==> config.mk <==
export PLATFORM = sky130hd
export DESIGN_NAME = dest_fifo_reader_flat
export DESIGN_NICKNAME = d
export VERILOG_FILES = /design/src/rtl/dest_fifo_reader_pkg.sv /design/src/rtl/dest_fifo_reader_if.sv /design/src/rtl/dest_fifo_reader.sv /design/src/flat_wrapper.sv
export SDC_FILE = /design/constraint.sdc
export NUM_CORES = 1
export LEC_CHECK = 0
export CAP_MARGIN = 0
export CORE_MARGIN = 3
export CORE_UTILIZATION = 40
export CTS_CLUSTER_DIAMETER = 60
export CTS_CLUSTER_SIZE = 28
export DETAILED_ROUTE_END_ITERATION = 16
export GPL_TIMING_DRIVEN = 0
export PLACE_DENSITY = 0.71
export SYNTH_ARGS = -nofsm -noshare
export SYNTH_HDL_FRONTEND = slang
export SYNTH_SLANG_ARGS = --single-unit
==> constraint.sdc <==
create_clock -name clk -period 4.1 [get_ports clk]
set_clock_uncertainty 0.1 [all_clocks]
set_input_delay 0.82 -clock clk [delete_from_list [all_inputs] [get_ports clk]]
set_output_delay 0.82 -clock clk [all_outputs]
set_load 0.005 [all_outputs]
==> src/rtl/dest_fifo_reader_pkg.sv <==
// Shared encodings for the destination FIFO reader: FSM states and source IDs.
package dest_fifo_reader_pkg;

    localparam logic [1:0] IDLE   = 2'd0;
    localparam logic [1:0] SERVE0 = 2'd1;
    localparam logic [1:0] SERVE1 = 2'd2;

    localparam logic SRC_D0 = 1'b0;
    localparam logic SRC_D1 = 1'b1;

    typedef enum logic [1:0] {
        StIdle   = IDLE,
        StServe0 = SERVE0,
        StServe1 = SERVE1
    } state_e;

    function automatic state_e serve_state(input logic src);
        return (src == SRC_D1) ? StServe1 : StServe0;
    endfunction

endpackage

==> src/rtl/dest_fifo_reader_if.sv <==
// Bundle between the two destination FIFOs, the reader and its downstream consumer.
interface dest_fifo_reader_if #(
    parameter int unsigned BW = 6
);

    logic          D0_empty;
    logic [BW-1:0] D0_data_out;
    logic          D0_rd;
    logic          D1_empty;
    logic [BW-1:0] D1_data_out;
    logic          D1_rd;
    logic          pause;
    logic [BW-1:0] data_out;
    logic          valid_out;
    logic          src_out;
    logic          idle;

    // Reader side.
    modport master (
        input  D0_empty, D0_data_out, D1_empty, D1_data_out, pause,
        output D0_rd, D1_rd, data_out, valid_out, src_out, idle
    );

    // FIFO / downstream side.
    modport slave (
        output D0_empty, D0_data_out, D1_empty, D1_data_out, pause,
        input  D0_rd, D1_rd, data_out, valid_out, src_out, idle
    );

endinterface

==> src/rtl/dest_fifo_reader.sv <==
// Drains destination FIFOs D0/D1 with weighted round-robin (up to BURST reads per turn)
// and emits each popped word, tagged with its source, two cycles after the pop strobe.
module dest_fifo_reader
    import dest_fifo_reader_pkg::*;
#(
    parameter int unsigned BW    = 6,
    parameter int unsigned BURST = 4
) (
    input  logic               clk,
    input  logic               reset,
    dest_fifo_reader_if.master bus
);

    localparam logic [3:0] BurstMax = 4'(BURST);

    state_e        state_q, state_d;
    logic          rr_q, rr_d;
    logic [3:0]    burst_q, burst_d;
    logic [3:0]    burst_inc;
    logic          rd_q, rd_src_q;
    logic [BW-1:0] data_q;
    logic          valid_q;
    logic          src_q;

    logic          serving;
    logic          cur_src;
    logic          cur_empty;
    logic          oth_empty;
    logic          rd;

    always_comb begin
        serving   = (state_q != StIdle);
        cur_src   = (state_q == StServe1) ? SRC_D1 : SRC_D0;
        cur_empty = (cur_src == SRC_D1) ? bus.D1_empty : bus.D0_empty;
        oth_empty = (cur_src == SRC_D1) ? bus.D0_empty : bus.D1_empty;
        // Empty is sampled in the same cycle as the strobe, so an empty FIFO is never popped.
        rd        = serving & ~cur_empty & ~bus.pause & (burst_q < BurstMax);
        burst_inc = burst_q + 4'(rd);

        state_d = state_q;
        rr_d    = rr_q;
        burst_d = burst_inc;

        unique case (state_q)
            StIdle: begin
                burst_d = '0;
                if (!bus.D0_empty && !bus.D1_empty) begin
                    state_d = serve_state(rr_q);
                end else if (!bus.D0_empty) begin
                    state_d = StServe0;
                end else if (!bus.D1_empty) begin
                    state_d = StServe1;
                end
            end
            StServe0, StServe1: begin
                if (cur_empty || (burst_inc == BurstMax) || bus.pause) begin
                    if (bus.pause) begin
                        burst_d = burst_q;
                    end else if (!oth_empty) begin
                        state_d = serve_state(~cur_src);
                        burst_d = '0;
                        rr_d    = ~cur_src;
                    end else if (!cur_empty) begin
                        // Burst spent but nobody else waiting: start a fresh burst.
                        burst_d = '0;
                    end else begin
                        state_d = StIdle;
                        burst_d = '0;
                        rr_d    = ~cur_src;
                    end
                end
            end
            default: begin
                state_d = StIdle;
                burst_d = '0;
            end
        endcase
    end

    always_ff @(posedge clk or posedge reset) begin
        if (reset) begin
            state_q  <= StIdle;
            rr_q     <= SRC_D0;
            burst_q  <= '0;
            rd_q     <= 1'b0;
            rd_src_q <= SRC_D0;
            data_q   <= '0;
            valid_q  <= 1'b0;
            src_q    <= SRC_D0;
        end else begin
            state_q  <= state_d;
            rr_q     <= rr_d;
            burst_q  <= burst_d;
            rd_q     <= rd;
            rd_src_q <= cur_src;
            valid_q  <= rd_q;
            // FIFO read data is valid the cycle after the strobe; capture it then.
            if (rd_q) begin
                data_q <= (rd_src_q == SRC_D1) ? bus.D1_data_out : bus.D0_data_out;
                src_q  <= rd_src_q;
            end
        end
    end

    always_comb begin
        bus.D0_rd     = rd & (cur_src == SRC_D0);
        bus.D1_rd     = rd & (cur_src == SRC_D1);
        bus.data_out  = data_q;
        bus.valid_out = valid_q;
        bus.src_out   = src_q;
        bus.idle      = (state_q == StIdle) & ~rd_q & ~valid_q;
    end

endmodule
==> src/flat_wrapper.sv <==
// flat-port wrapper written by rule: the top's interface ports become plain ports
module dest_fifo_reader_flat import dest_fifo_reader_pkg::*;
#(
    parameter int unsigned BW    = 6,
    parameter int unsigned BURST = 4
)
  (clk, reset, bus_D0_empty, bus_D0_data_out, bus_D1_empty, bus_D1_data_out, bus_pause, bus_D0_rd, bus_D1_rd, bus_data_out, bus_valid_out, bus_src_out, bus_idle);
  dest_fifo_reader_if #(.BW(BW)) bus_i ();
  input  logic clk;
  input  logic reset;
  input wire logic [$bits(bus_i.D0_empty)-1:0] bus_D0_empty;
  input wire logic [$bits(bus_i.D0_data_out)-1:0] bus_D0_data_out;
  input wire logic [$bits(bus_i.D1_empty)-1:0] bus_D1_empty;
  input wire logic [$bits(bus_i.D1_data_out)-1:0] bus_D1_data_out;
  input wire logic [$bits(bus_i.pause)-1:0] bus_pause;
  output wire logic [$bits(bus_i.D0_rd)-1:0] bus_D0_rd;
  output wire logic [$bits(bus_i.D1_rd)-1:0] bus_D1_rd;
  output wire logic [$bits(bus_i.data_out)-1:0] bus_data_out;
  output wire logic [$bits(bus_i.valid_out)-1:0] bus_valid_out;
  output wire logic [$bits(bus_i.src_out)-1:0] bus_src_out;
  output wire logic [$bits(bus_i.idle)-1:0] bus_idle;
  assign bus_i.D0_empty = bus_D0_empty;
  assign bus_i.D0_data_out = bus_D0_data_out;
  assign bus_i.D1_empty = bus_D1_empty;
  assign bus_i.D1_data_out = bus_D1_data_out;
  assign bus_i.pause = bus_pause;
  assign bus_D0_rd = bus_i.D0_rd;
  assign bus_D1_rd = bus_i.D1_rd;
  assign bus_data_out = bus_i.data_out;
  assign bus_valid_out = bus_i.valid_out;
  assign bus_src_out = bus_i.src_out;
  assign bus_idle = bus_i.idle;
  dest_fifo_reader #(.BW(BW), .BURST(BURST)) u_core (.clk(clk), .reset(reset), .bus(bus_i));
endmodule
# Word level (Yosys, flattened, before mapping)
# Index checks and enable logic that the tools add are counted.
[totals] input_bits=17 word_cells=60 out_inout_bits=11 reg_bits=17
[classes] eq_ne=9 n_mux=19 bitwise=12 n_reduce_logical=10 add_sub_neg=1 order_cmp=1
[op_table] operator="2-bit 2-to-1 mux" n=9
[op_table] operator="4-bit 2-to-1 mux" n=3
[op_table] operator="4-bit AND reduction" n=2
[op_table] operator="1-bit AND" n=7
[op_table] operator="6-bit 2-to-1 mux" n=1
[op_table] operator="1-bit 2-to-1 mux" n=5
[op_table] operator="1-bit inverter" n=5
[op_table] operator="4-bit by 1-bit adder with 4-bit output" n=1
[op_table] operator="4-bit by 3-bit equality test with 1-bit output (second input constant)" n=1
[op_table] operator="4-bit by 3-bit < comparator with 1-bit output (second input constant)" n=1
[op_table] operator="2-bit by 1-bit inequality test with 1-bit output (second input constant)" n=2
[op_table] operator="4-bit by 3-bit inequality test with 1-bit output (second input constant)" n=1
[op_table] operator="2-bit one-hot mux with 2 select lines" n=1
[op_table] operator="3-bit by 2-bit inequality test with 1-bit output (second input constant)" n=1
[op_table] operator="3-bit inequality test (second input constant)" n=1
[op_table] operator="2-bit by 1-bit equality test with 1-bit output (second input constant)" n=1
[op_table] operator="2-bit equality test (second input constant)" n=1
[op_table] operator="1-bit logical NOT" n=2
[op_table] operator="2-bit logical NOT" n=1
[op_table] operator="1-bit logical OR" n=2
[op_table] operator="2-bit inequality test (second input constant)" n=1
[op_table] operator="2-bit nonzero test" n=1
[op_table] operator="2-bit OR reduction" n=1
[op_table] operator="1-bit logical AND" n=1

# Depth between registers and ports, before layout
# Gate-level depths: netlist (run 1).
[depth] ltp_word=13 depth_mapped=12 ltp_nobuf=12

# Worst setup path before layout (run 1)
# OpenSTA, ideal clock, no wires.
[synth_path] kind="input-to-reg" startpoint="input bus_D0_empty" endpoint="register u_core.state_q[0]" arrival_ps=3055 setup_time_ps=128 slack_ps=818 n_path_buf=0 path_stages=10 required_time_ps=3872 path_cell_list="nor2b_1 -> a211o_1 -> nor4_1 -> ha_1 -> ha_1 -> nor2b_1 -> or2_2 -> a311oi_4 -> a221oi_2 -> mux2_1"
[synth_via] elab_chain_cells=11 elab_cells_between_ends=22 cone_classes="add/sub: 1; eq/ne: 4; mux: 8; bitwise: 4; reduce/logical: 5"
[synth_rtl] element="start, declared" line_no="flat_wrapper.sv:11" text="input wire logic [$bits(bus_i.D0_empty)-1:0] bus_D0_empty;"
[synth_rtl] element="1-bit 2-to-1 mux" line_no="dest_fifo_reader.sv:34" text="cur_empty = (cur_src == SRC_D1) ? bus.D1_empty : bus.D0_empty;"
[synth_rtl] element="1-bit inverter" line_no="dest_fifo_reader.sv:37" text="rd = serving & ~cur_empty & ~bus.pause & (burst_q < BurstMax);"
[synth_rtl] element="1-bit AND (3 in a row)" line_no="dest_fifo_reader.sv:37"
[synth_rtl] element="net u_core.rd" line_no="dest_fifo_reader.sv:29" text="logic rd;"
[synth_rtl] element="4-bit by 1-bit adder with 4-bit output" line_no="dest_fifo_reader.sv:38" text="burst_inc = burst_q + 4'(rd);"
[synth_rtl] element="4-bit by 3-bit equality test with 1-bit output" line_no="dest_fifo_reader.sv:56" text="if (cur_empty || (burst_inc == BurstMax) || bus.pause) begin"
[synth_rtl] element="1-bit logical OR (2 in a row)" line_no="dest_fifo_reader.sv:56"
[synth_rtl] element="2-bit by 1-bit inequality test with 1-bit output (no line)"
[synth_rtl] element="4-bit AND reduction (no line)"
[synth_rtl] element="end signal, assigned" line_no="dest_fifo_reader.sv:82" text="state_q <= StIdle;"
[synth_rtl] element="end signal, assigned" line_no="dest_fifo_reader.sv:91" text="state_q <= state_d;"
[synth_rtl] element="end, declared" line_no="dest_fifo_reader.sv:16" text="state_e state_q, state_d;"
# The timed path passes the listed nets, and every way through them passes these cells. The select of a mux whose other input is x is not followed.
# A chain may end at the register's enable or synchronous reset.

# Final worst setup path (run 1)
[layout_path] startpoint="input bus_D0_empty" endpoint="output bus_D1_rd"
[layout_via] elab_chain_cells=6
[layout_rtl] element="1-bit 2-to-1 mux" line_no="dest_fifo_reader.sv:34"
[layout_rtl] element="1-bit inverter" line_no="dest_fifo_reader.sv:37"
[layout_rtl] element="1-bit AND (3 in a row)" line_no="dest_fifo_reader.sv:37"
[layout_rtl] element="net u_core.rd" line_no="dest_fifo_reader.sv:29"
[layout_rtl] element="1-bit AND" line_no="dest_fifo_reader.sv:107" text="bus.D1_rd = rd & (cur_src == SRC_D1);"
[layout_rtl] element="end, declared" line_no="flat_wrapper.sv:17" text="output wire logic [$bits(bus_i.D1_rd)-1:0] bus_D1_rd;"
# The timed path passes the listed nets, and every way through them passes these cells.

==> results of run 1 <==
## power by group through the flow
stage | Sequential, mW | Combinational (mW) | Clock [mW]
6_report | 0.257 | 0.399 | 0.0856
5_1_grt | 0.266 | 0.445 | 0.100
4_1_cts | 0.257 | 0.402 | 0.0910
3_5_place_dp | 0.259 | 0.400 | 0
3_3_place_gp | 0.257 | 0.388 | 0
2_1_floorplan | 0.259 | 0.240 | 0
## through the flow
| step | TNS, ps | instance area (sq um) |
|---|---|---|
| CTS | 0 | 1290 |
| floorplan | 0 | 955 |
| global route | 0 | 1290 |
| detailed placement | -341 | 1260 |
| finish | 0 | 1290 |
| global placement | -156 | 1260 |
## worst reg2reg max path, cell delays in order, from the launching register on
cell and delay (ps):
dfrtp_1 420, inv_1 90, ha_1 340, nor2b_1 90
a211o_1 350, nor4_2 390, ha_1 260, ha_1 160
nor2b_1 60, or2_2 330, a311oi_4 400, a221oi_2 90
mux2_1 330
## final timing paths
kind                                         start                   end  slack [ps]  cells past startpoint
min in group asynchronous                    reset     u_core.state_q[1]         810                      2
max in group asynchronous                    reset  u_core.bus.valid_out        2680                      2
worst min-delay path            u_core.bus.src_out    u_core.bus.src_out         410                      1
worst min register to register  u_core.bus.src_out    u_core.bus.src_out         410                      1
worst max register to register   u_core.state_q[0]     u_core.state_q[0]         590                     12
worst max-delay path                  bus_D0_empty             bus_D1_rd         190                      6
## timing repair
action,in CTS,in global routing
resized for setup,0,1
endpoints found under the setup margin,0,4
hold endpoints to repair,0,0
## area by class of cell
| type | instances | area [sq um] |
|---|---|---|
| Tap cell | 28 | 35.0 |
| Timing Repair Buffer | 27 | 270 |
| Multi-Input combinational cell | 69 | 509 |
| Fill cell | 214 | 940 |
| Inverter | 4 | 15.0 |
| Buffer | 3 | 11.3 |
| Sequential cell | 17 | 425 |
| Clock inverter | 1 | 5.00 |
| Clock buffer | 3 | 22.5 |
## layout by cell type, fill, tap and decap left out, types with 2 or more instances in the layout
master,synthesis,final
a21oi_1,8,8
a22o_1,2,2
a32o_1,2,2
clkbuf_1,3,3
clkbuf_4,0,3
clkdlybuf4s50_1,0,27
dfrtp_1,17,17
ha_1,5,5
inv_1,4,4
mux2_1,2,2
mux2i_1,6,6
nand2_1,4,4
nand2b_1,4,4
nand3_1,3,3
nor2_1,11,11
nor2b_1,3,3
nor3b_1,2,2
o21ai_0,2,2
## registers in the layout, indices dropped and copies added (netlist names)
name / cells
u_core.rd_src_q: 1
u_core.bus.src_out: 1
u_core.rr_q: 1
u_core.burst_q: 4
u_core.rd_q: 1
u_core.bus.data_out: 6
u_core.state_q: 2
u_core.bus.valid_out: 1
## kinds of logic (layout without fill, tap and decap cells)
kind of cell | Yosys count | in the layout | share of synthesized area (%)
and+or+nand+nor | 34 | 34 | 18.6
AOI/OAI and AO/OA | 20 | 20 | 16.8
DFF | 17 | 17 | 44.6
muxes | 9 | 9 | 9.83
buffers and inverters | 7 | 38 | 2.75
adders and majority gates | 5 | 5 | 6.55
xor gates and xnor gates | 1 | 1 | 0.918
## metal layers
layer	routed length (microns)	track usage, %
met5	0	0
met4	16	6.22
met3	223	3.54
met2	1010	26.2
met1	886	17.2
==> impl_results.md, run 1 <==
* RSZ-0062 raised after global routing: no
* Final Max Tran Viols at 0
* Switching power at roughly 270 uW
* Critical Path Sink Type: output port
* Placed insts at 148
* Yosys reg bits at 17
* CP most frequent cell: clkdlybuf4s50_1
* Syn Std Cell Area at ~950 sq um
* Non-filler instance count after layout at between 150 and 200
* FMAX at 0.256 GHz
* Clock transition at path regs at 100 ps
* LEAKAGE at 0.567 nW
* # diodes at 0
* Final setup viols at 0
* Share of layout cells above drive strength 1 at 7.26%
* Synth Instances at 93
* Detail Route Antenna Nets at 0
* I/O Buffers at 27
* Clk buf depth at 2
* Final Power at ~740 uW
* GPL Wtd Cong at 0.761
* Number of flops mapped to enable cells by yosys at 0
* Post-DR vias/cell at 5.31
* Vias post-DR at 807
* Area leader, netlist: dfrtp_1
* CP top delay family: buffers and inverters
* CTS tree: built
* TritonRoute pass-1 iters at 4
* Final critical-path required period at 3910 ps
* CP bufs+invs at 2
* Critical path peak fanout at 8
* Final Core Density at 57.9%
* Post-synth ARST share at 100%
* Slowest stage delay, CP at 530 ps
* Sink Count at 17
* Row count at 17
* Die Ht at 54.9 microns
* Hold buffers post-CTS at 0
* Critical path's slowest cell: clkdlybuf4s50_1
* Hold Crit Class: register to register
* Worst skew pair latency at between 200 and 300 ps
* Outcome: complete, no violations
* Clock Power Share at 11.5%
* Top FF cell, synth: dfrtp_1
* DRC Markers at 0
* Peak VDD IR at approximately 300 uV
* Synthesis-to-layout area growth at 35.5%
* WP data required at between 3000 and 4000 ps
* Initial core utilization at 42.7%
* Crit Path Class: input port to output port
* CP arrival at roughly 3000 ps
* Nature of the critical path startpoint: input port
* Power Internal at 468 uW
* Routed WL per cell at 14.1 microns
* Die W at 54.9 microns
* Tot GR Track Use at 15.0%
* Worst setup margin at roughly 190 ps
* Distinct cells, synth at 30
* First-pass GRT wire length at 3.14 mm
* Most frequent cell after synthesis: dfrtp_1
* Num CTS Buffers at 3
* Overflow after GRT at 0
* I/O pin total at 28
* DP Wirelength at 1.60 mm
* Commonest cells in the netlist: dfrtp_1 (17), nor2_1 (11), a21oi_1 (8)
* Nets at 147
* Sequential share of power at 34.7%
* Syn nets at around 120
* Sequential area share after synthesis at 44.6%
* Setup Buffers After CTS at 0
* Synth top area cells: dfrtp_1 (45%), ha_1 (6.6%), mux2i_1 (6.3%)
* Clock root cell: clkbuf_4
* Vias in the first global route at 748
* Comb pwr share at 53.8%
* Post-route clock period utilization at 95.3%
* Floorplan core area at 0.00223 sq mm
* H-tree levels at 1
* Switch share at 36.9%
* DRT Wirelength at 2.14 mm
* P per Cell Area at 573 mW/mm^2
* Critical path cell sequence: clkdlybuf4s50_1, nor2b_1, a211o_1, nor4_2, and2_1, clkdlybuf4s50_1
* Max_slew headroom at 58.0%
* Die area at 0.00301 sq mm
* Initial DRC count at 10
* Max Cap Viol at 0
* Share of the synthesized area in the top cell type at 44.6%
* Synth Warn # at 0
* Final hold slack at 415 ps
* Average cell area after synthesis at 10.3 sq um
* Initial antenna violation count at 0
* Final Hold Vio Count at 0
* Worst-margin pin slew at 630 ps
* Setup WS pre-CTS at -174 ps
* Largest net degree at the start of global routing at 18
No activity file was read; power rests on OpenSTA's default activity.
==> run 2: changes to the inputs <==
--- a/config.mk
+++ b/config.mk
@@ -7,12 +7,12 @@
 export LEC_CHECK = 0
 export CAP_MARGIN = 0
 export CORE_MARGIN = 3
-export CORE_UTILIZATION = 40
+export CORE_UTILIZATION = 46
 export CTS_CLUSTER_DIAMETER = 60
 export CTS_CLUSTER_SIZE = 28
 export DETAILED_ROUTE_END_ITERATION = 16
 export GPL_TIMING_DRIVEN = 0
-export PLACE_DENSITY = 0.71
+export PLACE_DENSITY = 0.8
 export SYNTH_ARGS = -nofsm -noshare
 export SYNTH_HDL_FRONTEND = slang
 export SYNTH_SLANG_ARGS = --single-unit
==> impl_results.md, run 2 (synthesis gave the netlist of run 1 again) <==
* Outcome: complete, no violations (unchanged)
* P per Cell Area at 580 mW/mm^2 (was 573 mW/mm^2)
* Final Power at 748 uW (was 742 uW)
* Max_slew headroom at 56.5% (was 58.0%)
* DP Wirelength at 1.60 mm (about the same)
* Sink Count at 17 (unchanged)
* Die Ht at 51.6 microns (was 54.9 microns)
* Row count at 15 (was 17)
* R2r setup slk at 660 ps (was 590 ps)
* Setup WS pre-CTS at -209 ps (was -174 ps)
* Nets at 147 (unchanged)
* Synthesis-to-layout area growth at 35.1% (was 35.5%)
* Worst setup margin at 280 ps (was 192 ps)
* Worst skew pair latency at 280 ps (about the same)
* Stages on the worst setup path at 6 (unchanged)
* First-pass GRT wire length at 3.43 mm (was 3.14 mm)
* RSZ-0062 raised after global routing: no (unchanged)
* Final setup viols at 0 (unchanged)
* Crit Reg-Reg Endpoint: u_core.state_q[0] (unchanged)
* Critical path's slowest cell: clkdlybuf4s50_1 (unchanged)
* Largest net degree at the start of global routing at 18 (unchanged)
* Initial core utilization at 51.9% (was 42.7%)
* Clk buf depth at 2 (unchanged)
* Setup Buffers After CTS at 0 (unchanged)
* Share of layout cells above drive strength 1 at 7.26% (unchanged)
* Max reg flops at 6 (unchanged)
* Routed WL per cell at 13.9 microns (was 14.1 microns)
* Commonest non-fill, non-tap cell in the layout: clkdlybuf4s50_1 (unchanged)
* Hold buffers post-CTS at 0 (unchanged)
* Critical path origin: bus_D0_empty (unchanged)
* CP bufs+invs at 2 (unchanged)
* DRT Wirelength at 2.07 mm (was 2.14 mm)
* Reg area at 425 sq um (unchanged)
* I/O pin total at 28 (unchanged)
* Worst-margin pin slew at 651 ps (was 630 ps)
* CP most frequent cell: clkdlybuf4s50_1 (unchanged)
* GPL Wtd Cong at 0.754 (was 0.761)
* Detail Route Antenna Nets at 0 (unchanged)
* Max Cap Viol at 0 (unchanged)
* Most frequent cells in the layout: clkdlybuf4s50_1 (27), dfrtp_1 (17), nor2_1 (11), a21oi_1 (8), mux2i_1 (6) (unchanged)
* DRC Markers at 0 (unchanged)
* Final Hold Vio Count at 0 (unchanged)
* Critical path peak fanout at 8 (unchanged)
* Tot GR Track Use at 17.6% (was 15.0%)
* Setup tns final at 0 ps (unchanged)
* Overflow after GRT at 0 (unchanged)
* Reg-to-reg critical path startpoint: u_core.state_q[0] (unchanged)
* Clock transition at path regs at 100 ps (about the same)
* Hold Crit Class: register to register (unchanged)
* FMAX at 0.262 GHz (was 0.256 GHz)
* WP data required at 3180 ps (about the same)
* LEAKAGE at 0.567 nW (unchanged)
* Critical Path Sink: bus_D0_rd (was bus_D1_rd)
* Die W at 51.6 microns (was 54.9 microns)
* Final critical-path required period at 3820 ps (was 3910 ps)
* CP arrival at 2900 ps (was 2990 ps)
* Peak VDD IR at 330 uV (was 299 uV)
* Crit Path Class: input port to output port (unchanged)
* Vias in the first global route at 794 (was 748)
* # diodes at 0 (unchanged)
* Critical path cell sequence: clkdlybuf4s50_1, nor2b_1, a211o_1, nor4_2, and2b_1, clkdlybuf4s50_1 (was clkdlybuf4s50_1, nor2b_1, a211o_1, nor4_2, and2_1, clkdlybuf4s50_1)
* Slowest stage delay, CP at 530 ps (about the same)
* Final Max Tran Viols at 0 (unchanged)
* Nature of the critical path startpoint: input port (unchanged)
* Die area at 0.00266 sq mm (was 0.00301 sq mm)
* Number of fillers in the final layout at 155 (was 214)
* Critical Path Sink Type: output port (unchanged)
* Multi-input gate area at 509 sq um (unchanged)
* CP top delay family: buffers and inverters (unchanged)
* Num CTS Buffers at 3 (unchanged)
* Initial DRC count at 7 (was 10)
* Post-route clock period utilization at 93.2% (was 95.3%)
* TritonRoute pass-1 iters at 3 (was 4)
* Vias post-DR at 795 (was 807)
* I/O Buffers at 27 (unchanged)
* Floorplan core area at 0.00184 sq mm (was 0.00223 sq mm)
* H-tree levels at 1 (unchanged)
* Post-DR vias/cell at 5.34 (was 5.31)
* Clock root cell: clkbuf_4 (unchanged)
* CTS tree: built (unchanged)
* Worst Reg-to-Reg Cells at 12 (unchanged)
* Initial antenna violation count at 0 (unchanged)
==> run 2: how the worst min path moves through the flow <==
stage,slack [ps],endpoint,cells after the start,startpoint
4_1_cts,410,u_core.bus.valid_out,0,u_core.rd_q
5_1_grt,440,u_core.bus.valid_out,0,u_core.rd_q
3_3_place_gp,390,u_core.bus.valid_out,0,u_core.rd_q
3_5_place_dp,370,u_core.bus.valid_out,0,u_core.rd_q
6_report,410,u_core.bus.valid_out,0,u_core.rd_q
2_1_floorplan,340,u_core.bus.valid_out,0,u_core.rd_q
==> run 2: worst reg2reg max path, stage by stage (launching register included) <==
cell and delay (ps):
dfrtp_1 410, inv_1 90, ha_1 340, nor2b_1 100, a211o_1 340, nor4_2 320
ha_1 250, ha_1 160, nor2b_1 50, or2_2 330, a311oi_4 400, a221oi_2 100
mux2_1 340
==> run 2: final cells by class <==
| type | instances | share of cell area (%) |
|---|---|---|
| Buffer | 3 | 0.873 |
| Timing Repair Buffer | 27 | 21.0 |
| Clock buffer | 3 | 1.75 |
| Tap cell | 25 | 2.42 |
| Clock inverter | 1 | 0.388 |
| Inverter | 4 | 1.16 |
| Sequential cell | 17 | 33.0 |
| Multi-Input combinational cell | 69 | 39.5 |
==> run 2: timing repair <==
item / in CTS / in global routing
setup endpoints to repair: 0 / 4
hold endpoints to repair: 0 / 0
resized for setup: 0 / 1
==> run 2: through the flow <==
| step | instances | instance area (sq um) | util [%] | hold slack, ps |
|---|---|---|---|---|
| 6_report | 149 | 1290 | 70.1 | 408 |
| 5_1_grt | 149 | 1290 | 70.1 | 436 |
| 4_1_cts | 149 | 1280 | 69.8 | 406 |
| 3_5_place_dp | 145 | 1260 | 68.3 | 371 |
| 3_3_place_gp | 145 | 1260 | 68.3 | 387 |
| 2_1_floorplan | 93 | 955 | - | 339 |
==> run 2: layer usage <==
layer / track usage, % / vias to the layer above / part of all wire, %
met5: 0 / - / 0
met4: 6.55 / 0 / 1.1
met3: 3.15 / 2 / 3.3
met2: 30.5 / 14 / 53
met1: 21.6 / 384 / 43
li1: - / 395 / -
==> run 2: power breakdown <==
part           internal (mW)  leakage (nW)  switching, mW
Combinational          0.209         0.338          0.192
Clock                 0.0362        0.0177         0.0531
Sequential             0.223         0.211         0.0350
Total                  0.468         0.567          0.280
==> run 3: changes to the inputs <==
--- a/config.mk
+++ b/config.mk
@@ -7,12 +7,12 @@
 export LEC_CHECK = 0
 export CAP_MARGIN = 0
 export CORE_MARGIN = 3
-export CORE_UTILIZATION = 46
+export CORE_UTILIZATION = 41
 export CTS_CLUSTER_DIAMETER = 60
 export CTS_CLUSTER_SIZE = 28
 export DETAILED_ROUTE_END_ITERATION = 16
 export GPL_TIMING_DRIVEN = 0
-export PLACE_DENSITY = 0.8
+export PLACE_DENSITY = 0.76
 export SYNTH_ARGS = -nofsm -noshare
 export SYNTH_HDL_FRONTEND = slang
 export SYNTH_SLANG_ARGS = --single-unit
==> constraint.sdc (replaced) <==
create_clock -name clk -period 3.15 [get_ports clk]
set_clock_uncertainty 0.1 [all_clocks]
set_input_delay 0.63 -clock clk [delete_from_list [all_inputs] [get_ports clk]]
set_output_delay 0.63 -clock clk [all_outputs]
set_load 0.005 [all_outputs]
==> impl_results.md, run 3 (synthesis gave the netlist of run 1 again) <==
* Largest net degree at the start of global routing at 18 (unchanged)
* Overflow after GRT at 0 (unchanged)
* CTS tree: built (unchanged)
* Die W at 54.3 microns (was 51.6 microns)
* Clk buf depth at 2 (unchanged)
* CP arrival at 2310 ps (was 2900 ps)
* Placed insts at 147 (was 145)
* Met2 Track Usage GR at 30.9% (was 30.5%)
* Critical path's slowest cell: clkdlybuf4s50_1 (unchanged)
* Grt met1 use at 18.4% (was 21.6%)
* Peak VDD IR at 379 uV (was 330 uV)
* H-tree levels at 1 (unchanged)
* DRC Markers at 0 (unchanged)
* Floorplan core area at 0.00208 sq mm (was 0.00184 sq mm)
* Final Max Tran Viols at 0 (unchanged)
* Post-route clock period utilization at a little over nine tenths
* Routed WL per cell at 13.8 microns (was 13.9 microns)
* Row count at 16 (was 15)
* TritonRoute pass-1 iters at 4 (was 3)
* Detail Route Antenna Nets at 0 (unchanged)
* FMAX at between 0.3 and 0.4 GHz
* Tot GR Track Use at 16.6% (was 17.6%)
* Commonest non-fill, non-tap cell in the layout: clkdlybuf4s50_1 (unchanged)
* Num CTS Buffers at 3 (unchanged)
* First-pass GRT wire length at 3.49 mm (was 3.43 mm)
* Hold buffers post-CTS at 0 (unchanged)
* Slowest stage delay, CP at 510 ps (was 530 ps)
* Worst skew pair latency at 290 ps (was 280 ps)
* Final Power at 1.02 mW (was 748 uW)
* Non-filler instance count after layout at 157 (was 149)
* Final setup viols at 0 (unchanged)
* DP Wirelength at 1.61 mm (was 1.60 mm)
* # diodes at 0 (unchanged)
* I/O pin total at 28 (unchanged)
* Initial core utilization at 45.9% (was 51.9%)
* Post-DR vias/cell at 5.36 (was 5.34)
* CP top delay family: buffers and inverters (unchanged)
* Final Hold Vio Count at 0 (unchanged)
* Vias post-DR at 842 (was 795)
* Synthesis-to-layout area growth at 42.5% (was 35.1%)
* GRT met3 Usage at 3.81% (was 3.15%)
* GPL Wtd Cong at 0.793 (was 0.754)
* Hold Crit Class: register to register (unchanged)
* CP bufs+invs at 3 (was 2)
* Clock transition at path regs at 100 ps (about the same)
* Final critical-path required period at 3040 ps
* DRT Wirelength at 2.17 mm (was 2.07 mm)
* Most frequent cells in the layout: clkdlybuf4s50_1 (24), dfrtp_1 (17), nor2_1 (11), a21oi_1 (8) (was clkdlybuf4s50_1 (27), dfrtp_1 (17), nor2_1 (11), a21oi_1 (8), mux2i_1 (6))
* Vias in the first global route at 807 (was 794)
* Initial antenna violation count at 0 (unchanged)
* Critical Path Sink Type: output port (unchanged)
* P per Cell Area at 753 mW/mm^2 (was 580 mW/mm^2)
* Max reg flops at 6 (unchanged)
* GRT busiest layer: met2 (unchanged)
* Critical path cell sequence: inv_1, ha_4, nor2b_1, a211o_1, nor4_4, buf_4, and2_1, clkdlybuf4s50_1 (was clkdlybuf4s50_1, nor2b_1, a211o_1, nor4_2, and2b_1, clkdlybuf4s50_1)
* Clock root cell: clkbuf_4 (unchanged)
* Max_slew headroom at 58.4% (was 56.5%)
* I/O Buffers at 27 (unchanged)
* Die Ht at 54.3 microns (was 51.6 microns)
* LEAKAGE at 0.599 nW (was 0.567 nW)
* Final Core Density at 65.3% (was 70.1%)
* Worst-margin pin slew at 623 ps (was 651 ps)
* Max Cap Viol at 0 (unchanged)
* Initial DRC count at 15 (was 7)
* Sink Count at 17 (unchanged)
* WP data required at 2420 ps (was 3180 ps)
* Die area at 0.00294 sq mm (was 0.00266 sq mm)
* Critical path peak fanout at 3 (was 8)
* Share of layout cells above drive strength 1 at 13.8% (was 7.26%)
* Setup tns final at 0 ps (unchanged)
* Nets at 153 (was 147)
* Outcome: complete, no violations (unchanged)
* Crit Path Class: register to output port (was input port to output port)
* Nature of the critical path startpoint: register (was input port)
-- run 3: changes by cell type in the layout (fill, tap and decap cells not counted), sizes merged --
cell,change
buf,+6
clkdlybuf4s50,-3
clkdlybuf4s15,+1
dlygate4sd2,+2
-- run 3: area by class of cell --
cell class | instances | area [sq um]
multi-input combinational | 69 | 533
buffer | 3 | 11.3
clock inverter | 1 | 5.00
tap | 27 | 33.8
sequential | 17 | 425
clock buffer | 3 | 22.5
timing repair buffer | 33 | 314
inverter | 4 | 15.0
fill | 181 | 722
-- run 3: final timing paths --
check | startpoint | endpoint | slack, ps | cells after the start
max in group asynchronous | reset | u_core.rr_q | 1940 | 2
hold reg to reg | u_core.rd_q | u_core.bus.valid_out | 400 | 0
min in group asynchronous | reset | u_core.bus.data_out[5] | 600 | 2
setup reg to reg | u_core.state_q[0] | u_core.state_q[1] | 150 | 12
setup / recovery | u_core.state_q[0] | bus_D1_rd | 110 | 8
hold / removal | u_core.rd_q | u_core.bus.valid_out | 400 | 0
-- run 3: stage by stage --
| step | setup slack (ps) | hold WS (ps) | cell area [sq um] |
|---|---|---|---|
| detailed placement | -935 | 378 | 1260 |
| finish | 108 | 403 | 1360 |
| global route | -16.1 | 432 | 1360 |
| CTS | 45.4 | 404 | 1350 |
| floorplan | 34.9 | 339 | 955 |
| global placement | -825 | 378 | 1260 |
-- run 3: power breakdown --
part / switching, mW / internal (mW)
clock: 0.0690 / 0.0472
sequential: 0.0455 / 0.290
combinational: 0.264 / 0.308
total: 0.379 / 0.645
-- run 3: what timing repair did --
action	in CTS	in global routing
pin swaps	4	1
cloned	0	0
setup endpoints to repair	9	5
buffers inserted	4	2
gates resized for setup	10	0
-- run 3: per-layer routing --
metal / share of wire (%) / vias to the layer above
met3: 11 / 2
met5: 0 / -
met1: 40 / 397
met2: 48 / 35
li1: - / 408
met4: 0.74 / 0
